[src/rtl/irq_pending_ctrl.sv]
// Interrupt front end: edge-detects four request lines into sticky pending bits,
// picks the highest-priority unmasked source and holds it until acknowledged.
module irq_pending_ctrl #(
    parameter int GAP_CYCLES = 2
) (
    input  logic       clk,
    input  logic       rst,
    input  logic [3:0] req,
    input  logic [3:0] mask,
    input  logic       ack,
    input  logic       ovr_clr,
    output logic       irq,
    output logic [1:0] irq_id,
    output logic [3:0] pending,
    output logic [3:0] overrun
);

    localparam logic [1:0] ST_IDLE = 2'd0;
    localparam logic [1:0] ST_REQ  = 2'd1;
    localparam logic [1:0] ST_GAP  = 2'd2;

    // The counter holds GAP_CYCLES-1 so that GAP_CYCLES idle cycles elapse after ack.
    localparam logic [3:0] GAP_LOAD = (GAP_CYCLES > 0) ? 4'(GAP_CYCLES - 1) : 4'd0;

    logic [1:0] state;
    logic [3:0] req_d;
    logic [3:0] gap_cnt;

    logic [3:0] rise;
    logic [3:0] clr;
    logic [3:0] sel;
    logic [3:0] pending_nxt;
    logic [3:0] overrun_nxt;
    logic [1:0] sel_id;

    function automatic logic [1:0] top_index(input logic [3:0] v);
        if (v[3])      return 2'd3;
        else if (v[2]) return 2'd2;
        else if (v[1]) return 2'd1;
        else           return 2'd0;
    endfunction

    // NOTE: every always_comb output gets a default first so no path leaves it unassigned (no latch).
    always_comb begin
        clr = '0;
        if (state == ST_REQ && ack)
            clr[irq_id] = 1'b1;
    end

    assign rise   = req & ~req_d;
    assign sel    = pending & ~mask;
    assign sel_id = top_index(sel);

    // A fresh rising edge always wins over a clear, so a coincident event is never dropped.
    assign pending_nxt = rise | (pending & ~clr);
    assign overrun_nxt = (overrun & ~{4{ovr_clr}}) | (rise & pending & ~clr);

    // NOTE: state registers use non-blocking assignments so all updates see pre-edge values.
    always_ff @(posedge clk) begin
        if (rst) begin
            state   <= ST_IDLE;
            req_d   <= '0;
            gap_cnt <= '0;
            pending <= '0;
            overrun <= '0;
            irq     <= 1'b0;
            irq_id  <= 2'd0;
        end else begin
            req_d   <= req;
            pending <= pending_nxt;
            overrun <= overrun_nxt;
            case (state)
                ST_IDLE: begin
                    if (|sel) begin
                        irq_id <= sel_id;
                        irq    <= 1'b1;
                        state  <= ST_REQ;
                    end
                end
                ST_REQ: begin
                    if (ack) begin
                        irq <= 1'b0;
                        if (GAP_CYCLES == 0) begin
                            state <= ST_IDLE;
                        end else begin
                            gap_cnt <= GAP_LOAD;
                            state   <= ST_GAP;
                        end
                    end
                end
                ST_GAP: begin
                    if (gap_cnt == 4'd0)
                        state <= ST_IDLE;
                    else
                        gap_cnt <= gap_cnt - 4'd1;
                end
                default: begin
                    state <= ST_IDLE;
                    irq   <= 1'b0;
                end
            endcase
        end
    end

endmodule

[config.mk]
export PLATFORM = sky130hd
export DESIGN_NAME = irq_pending_ctrl
export DESIGN_NICKNAME = d
export VERILOG_FILES = /design/src/rtl/irq_pending_ctrl.sv
export SDC_FILE = /design/constraint.sdc
export NUM_CORES = 1
export LEC_CHECK = 0
export BUFFER_PORTS_ARGS = -buffer_cell sky130_fd_sc_hd__buf_2
export CAP_MARGIN = 10
export CORE_ASPECT_RATIO = 1.2
export CORE_MARGIN = 5
export CORE_UTILIZATION = 35
export DETAILED_ROUTE_END_ITERATION = 12
export PLACE_DENSITY = 0.56
export SYNTH_ARGS = -nofsm -noshare
export SYNTH_HDL_FRONTEND = slang
export SYNTH_SLANG_ARGS = --single-unit
[constraint.sdc]
create_clock -name clk -period 1.4 [get_ports clk]
set_input_delay 0.42 -clock clk [delete_from_list [all_inputs] [get_ports clk]]
set_output_delay 0.42 -clock clk [all_outputs]
set_load 0.1 [all_outputs]
==> flow_summary.yaml <==
run_status:
  status: "complete, but fails checks"
  violations: "setup timing"
route:
  routed_wl_um: 2100
  drt_iter0_drc: 8
  via_per_inst: 4.98
  wl_per_cell_um: 13.2
  route.detailed.drc: 0
  drtPass1Iterations: 2
  ant_nets: 0
  route.vias.total: 797
place:
  place_inst: 155
  portBuffers: 22
  dp_hpwl_um: 1630
  finalWeightedCongestion: 0.815
clocking:
  hold_buffers: 0
  clkTransAtPathRegs_ns: 0.12
  clock_path_buffers: 2
  clock_latency_ns: 0.30
  cts_tree: "yes"
  cts_buffers: 3
  cts-root-buf: "clkbuf_4"
  htreeDepth: 1
  cts_sinks: 21
yosys:
  ys_ff_latch: 21
  yosys_warnings: 0
  seq_area_frac_synth_pct: 47.7
  syn_area_um2: 882
  synth_compound_area_share_pct: 18.6
  yosys.area_share.adder_pct: 2.84
  synthCells: 93
  synth_top_family_by_area: "simple AND/OR/NAND/NOR gates"
  synth_cell_types: 27
  synth_xor_area_share_pct: 1.99
  synthMuxAreaShare_pct: 1.70
  synth.avg_cell_area_um2: 9.48
  synthSimpleGateAreaFrac_pct: 24.5
  synth_nets: 107
cells_and_area:
  drive_above_1_share_pct: 52.0
  final_core_util_pct: 54.3
  nFillCells: 239
  diodes: 0
  synthToLayoutAreaGrowth_pct: 52.5
  fin_nets: 142
  finalNonFillerCells: 160
critical_path:
  crit_fanout: 4
  r2r_slack_ns: -0.12
  arrival_ns: 1.76
  critPathTopFamily: "simple AND/OR/NAND/NOR gates"
  cp-start-kind: "register"
  crit_chain: "inv_2 -> ha_4 -> or3b_4 -> and2_4 -> mux2_4 -> nor2_2"
  required_ns: 1.64
  worstSetupEndpointType: "register"
  crit_start: "gap_cnt[1]"
  cpMaxStageDelayCell: "or3b_4"
  crit_path_max_incr_delay_ns: 0.37
  rr_startpoint: "gap_cnt[1]"
  worst-path-buf-inv: 1
  worst-setup-path-type: "reg -> reg"
sta:
  tightest_slew_ns: 0.398
  slew_headroom_pct: 73.1
  rsz0062_at_grt: "yes"
  fmax_ghz: 0.659
  hold_violations: 0
  setup_viol: 5
  post-route-period-util_pct: 108
  skew_ns: 0.00406
  setup_slack_ns: -0.116
  drv_slew: 0
  fin_crit_ns: 1.52
global_route:
  grt_max_degree: 13
  antenna_found_initial: 0
  grt_pass1_vias: 903
  grt_util_all_layers_pct: 12.8
  grt_pass1_wl_um: 3690
  overflow: 0
die:
  die-width_um: 55.8
  start_util_pct: 35.6
  rows: 20
  fp.dieH_um: 65.0
  coreArea_um2: 2480
  ios: 23
  dieArea_um2: 3630
pwr:
  power_density_nw_per_um2: 1070
  p_leak_uw: 0.000537
  ir_drop_uv: 741
min_path:
  worstHoldPathType: "in -> reg"
  hp-start: "req[3]"
run:
  cap_violations: 0
[Yosys cell counts]
library cell / count / area, um^2
o21ai_0: 3 / 15.0
dfxtp_1: 21 / 420
and2_4: 1 / 8.76
nor2_2: 1 / 6.26
nand2_1: 3 / 11.3
inv_1: 3 / 11.3
ha_1: 2 / 25.0
a21o_2: 1 / 8.76
or3b_4: 1 / 11.3
a21oi_1: 6 / 30.0
nor2_1: 7 / 26.3
xor2_1: 2 / 17.5
nor2b_1: 6 / 37.5
mux2_4: 1 / 15.0
a31oi_1: 1 / 6.26
nor3_1: 3 / 15.0
nand3_1: 3 / 15.0
a211oi_1: 1 / 7.51
o31a_1: 1 / 8.76
a21boi_0: 2 / 15.0
nand2b_1: 8 / 50.1
clkbuf_1: 2 / 7.51
or3b_2: 4 / 35.0
o31ai_1: 6 / 45.0
buf_2: 1 / 5.00
o41ai_1: 2 / 17.5
o21ba_2: 1 / 10.0
[registers in the layout, indices dropped and copies added (netlist names)]
signal,count
pending,4
gap_cnt,4
overrun,4
req_d,4
state,2
irq_id,2
irq,1
[repair_timing]
action,CTS,global route
pin swaps,2,2
setup buffers,1,0
endpoints found under the setup margin,6,6
resized for setup,6,3
[layout by cell type (no fill, tap or decap), types with 4 or more instances in the layout]
cell type,netlist,layout
a21oi_1,6,5
buf_12,0,11
buf_2,1,11
buf_4,0,11
dfxtp_1,21,9
dfxtp_2,0,10
nand2b_1,8,8
nor2_1,7,7
nor2b_1,6,5
o31ai_1,6,6
or3b_2,4,4
[per-layer routing]
| metal | vias up | GRT usage [%] | routed length [um] |
|---|---|---|---|
| li1 | 396 | - | - |
| met1 | 378 | 13.5 | 887 |
| met2 | 17 | 23.7 | 1090 |
| met3 | 6 | 2.79 | 79 |
| met4 | 0 | 6.53 | 48 |
| met5 | - | 0 | 0 |
[worst register-to-register path: stages (launching register included)]
cell and delay (ns):
dfxtp_2 0.34, inv_2 0.08, ha_4 0.13, or3b_4 0.37, and2_4 0.19, mux2_4 0.30
nor2_2 0.07
[layout make-up]
class,count,area (um^2),area share (%)
multi-input combinational,66,467,34.7
sequential,21,440,32.7
timing repair buffer,33,358,26.6
tap,33,41.3,3.07
clock buffer,3,22.5,1.67
inverter,3,11.3,0.837
clock inverter,1,5.00,0.372
[worst paths after layout]
path         depth (start not counted)          to
min reg2reg                          2         irq
max                                  6  gap_cnt[1]
max reg2reg                          6  gap_cnt[1]
min                                  2    req_d[3]
[power by group]
part           internal [uW]  switching, uW  leakage (uW)
registers                642           48.8      0.000178
logic                    184            280      0.000341
clock network            106            180     0.0000177
total                    932            509      0.000537
[cells by family after synthesis]
| group | after synthesis |
|---|---|
| simple gates | 37 |
| compound gates | 24 |
| flops | 21 |
| buf+inv | 6 |
| xor+xnor | 2 |
| fa+ha+maj | 2 |
| mux | 1 |
[stage by stage]
| stage | worst slack (ns) | hold WS, ns | power, uW | cell area [um^2] | TNS [ns] |
|---|---|---|---|---|---|
| final | -0.116 | 0.346 | 1440 | 1350 | -0.296 |
| after global routing | -0.165 | 0.347 | 1500 | 1350 | -0.702 |
| after CTS | -0.118 | 0.335 | 1450 | 1340 | -0.250 |
| after detailed placement | -0.108 | 0.497 | 1160 | 1280 | -0.287 |
| after global placement | -0.0358 | 0.486 | 1150 | 1280 | -0.0487 |
| after floorplan | -0.0468 | 0.452 | 966 | 901 | -0.0468 |
(Power assumes the default switching activity.)
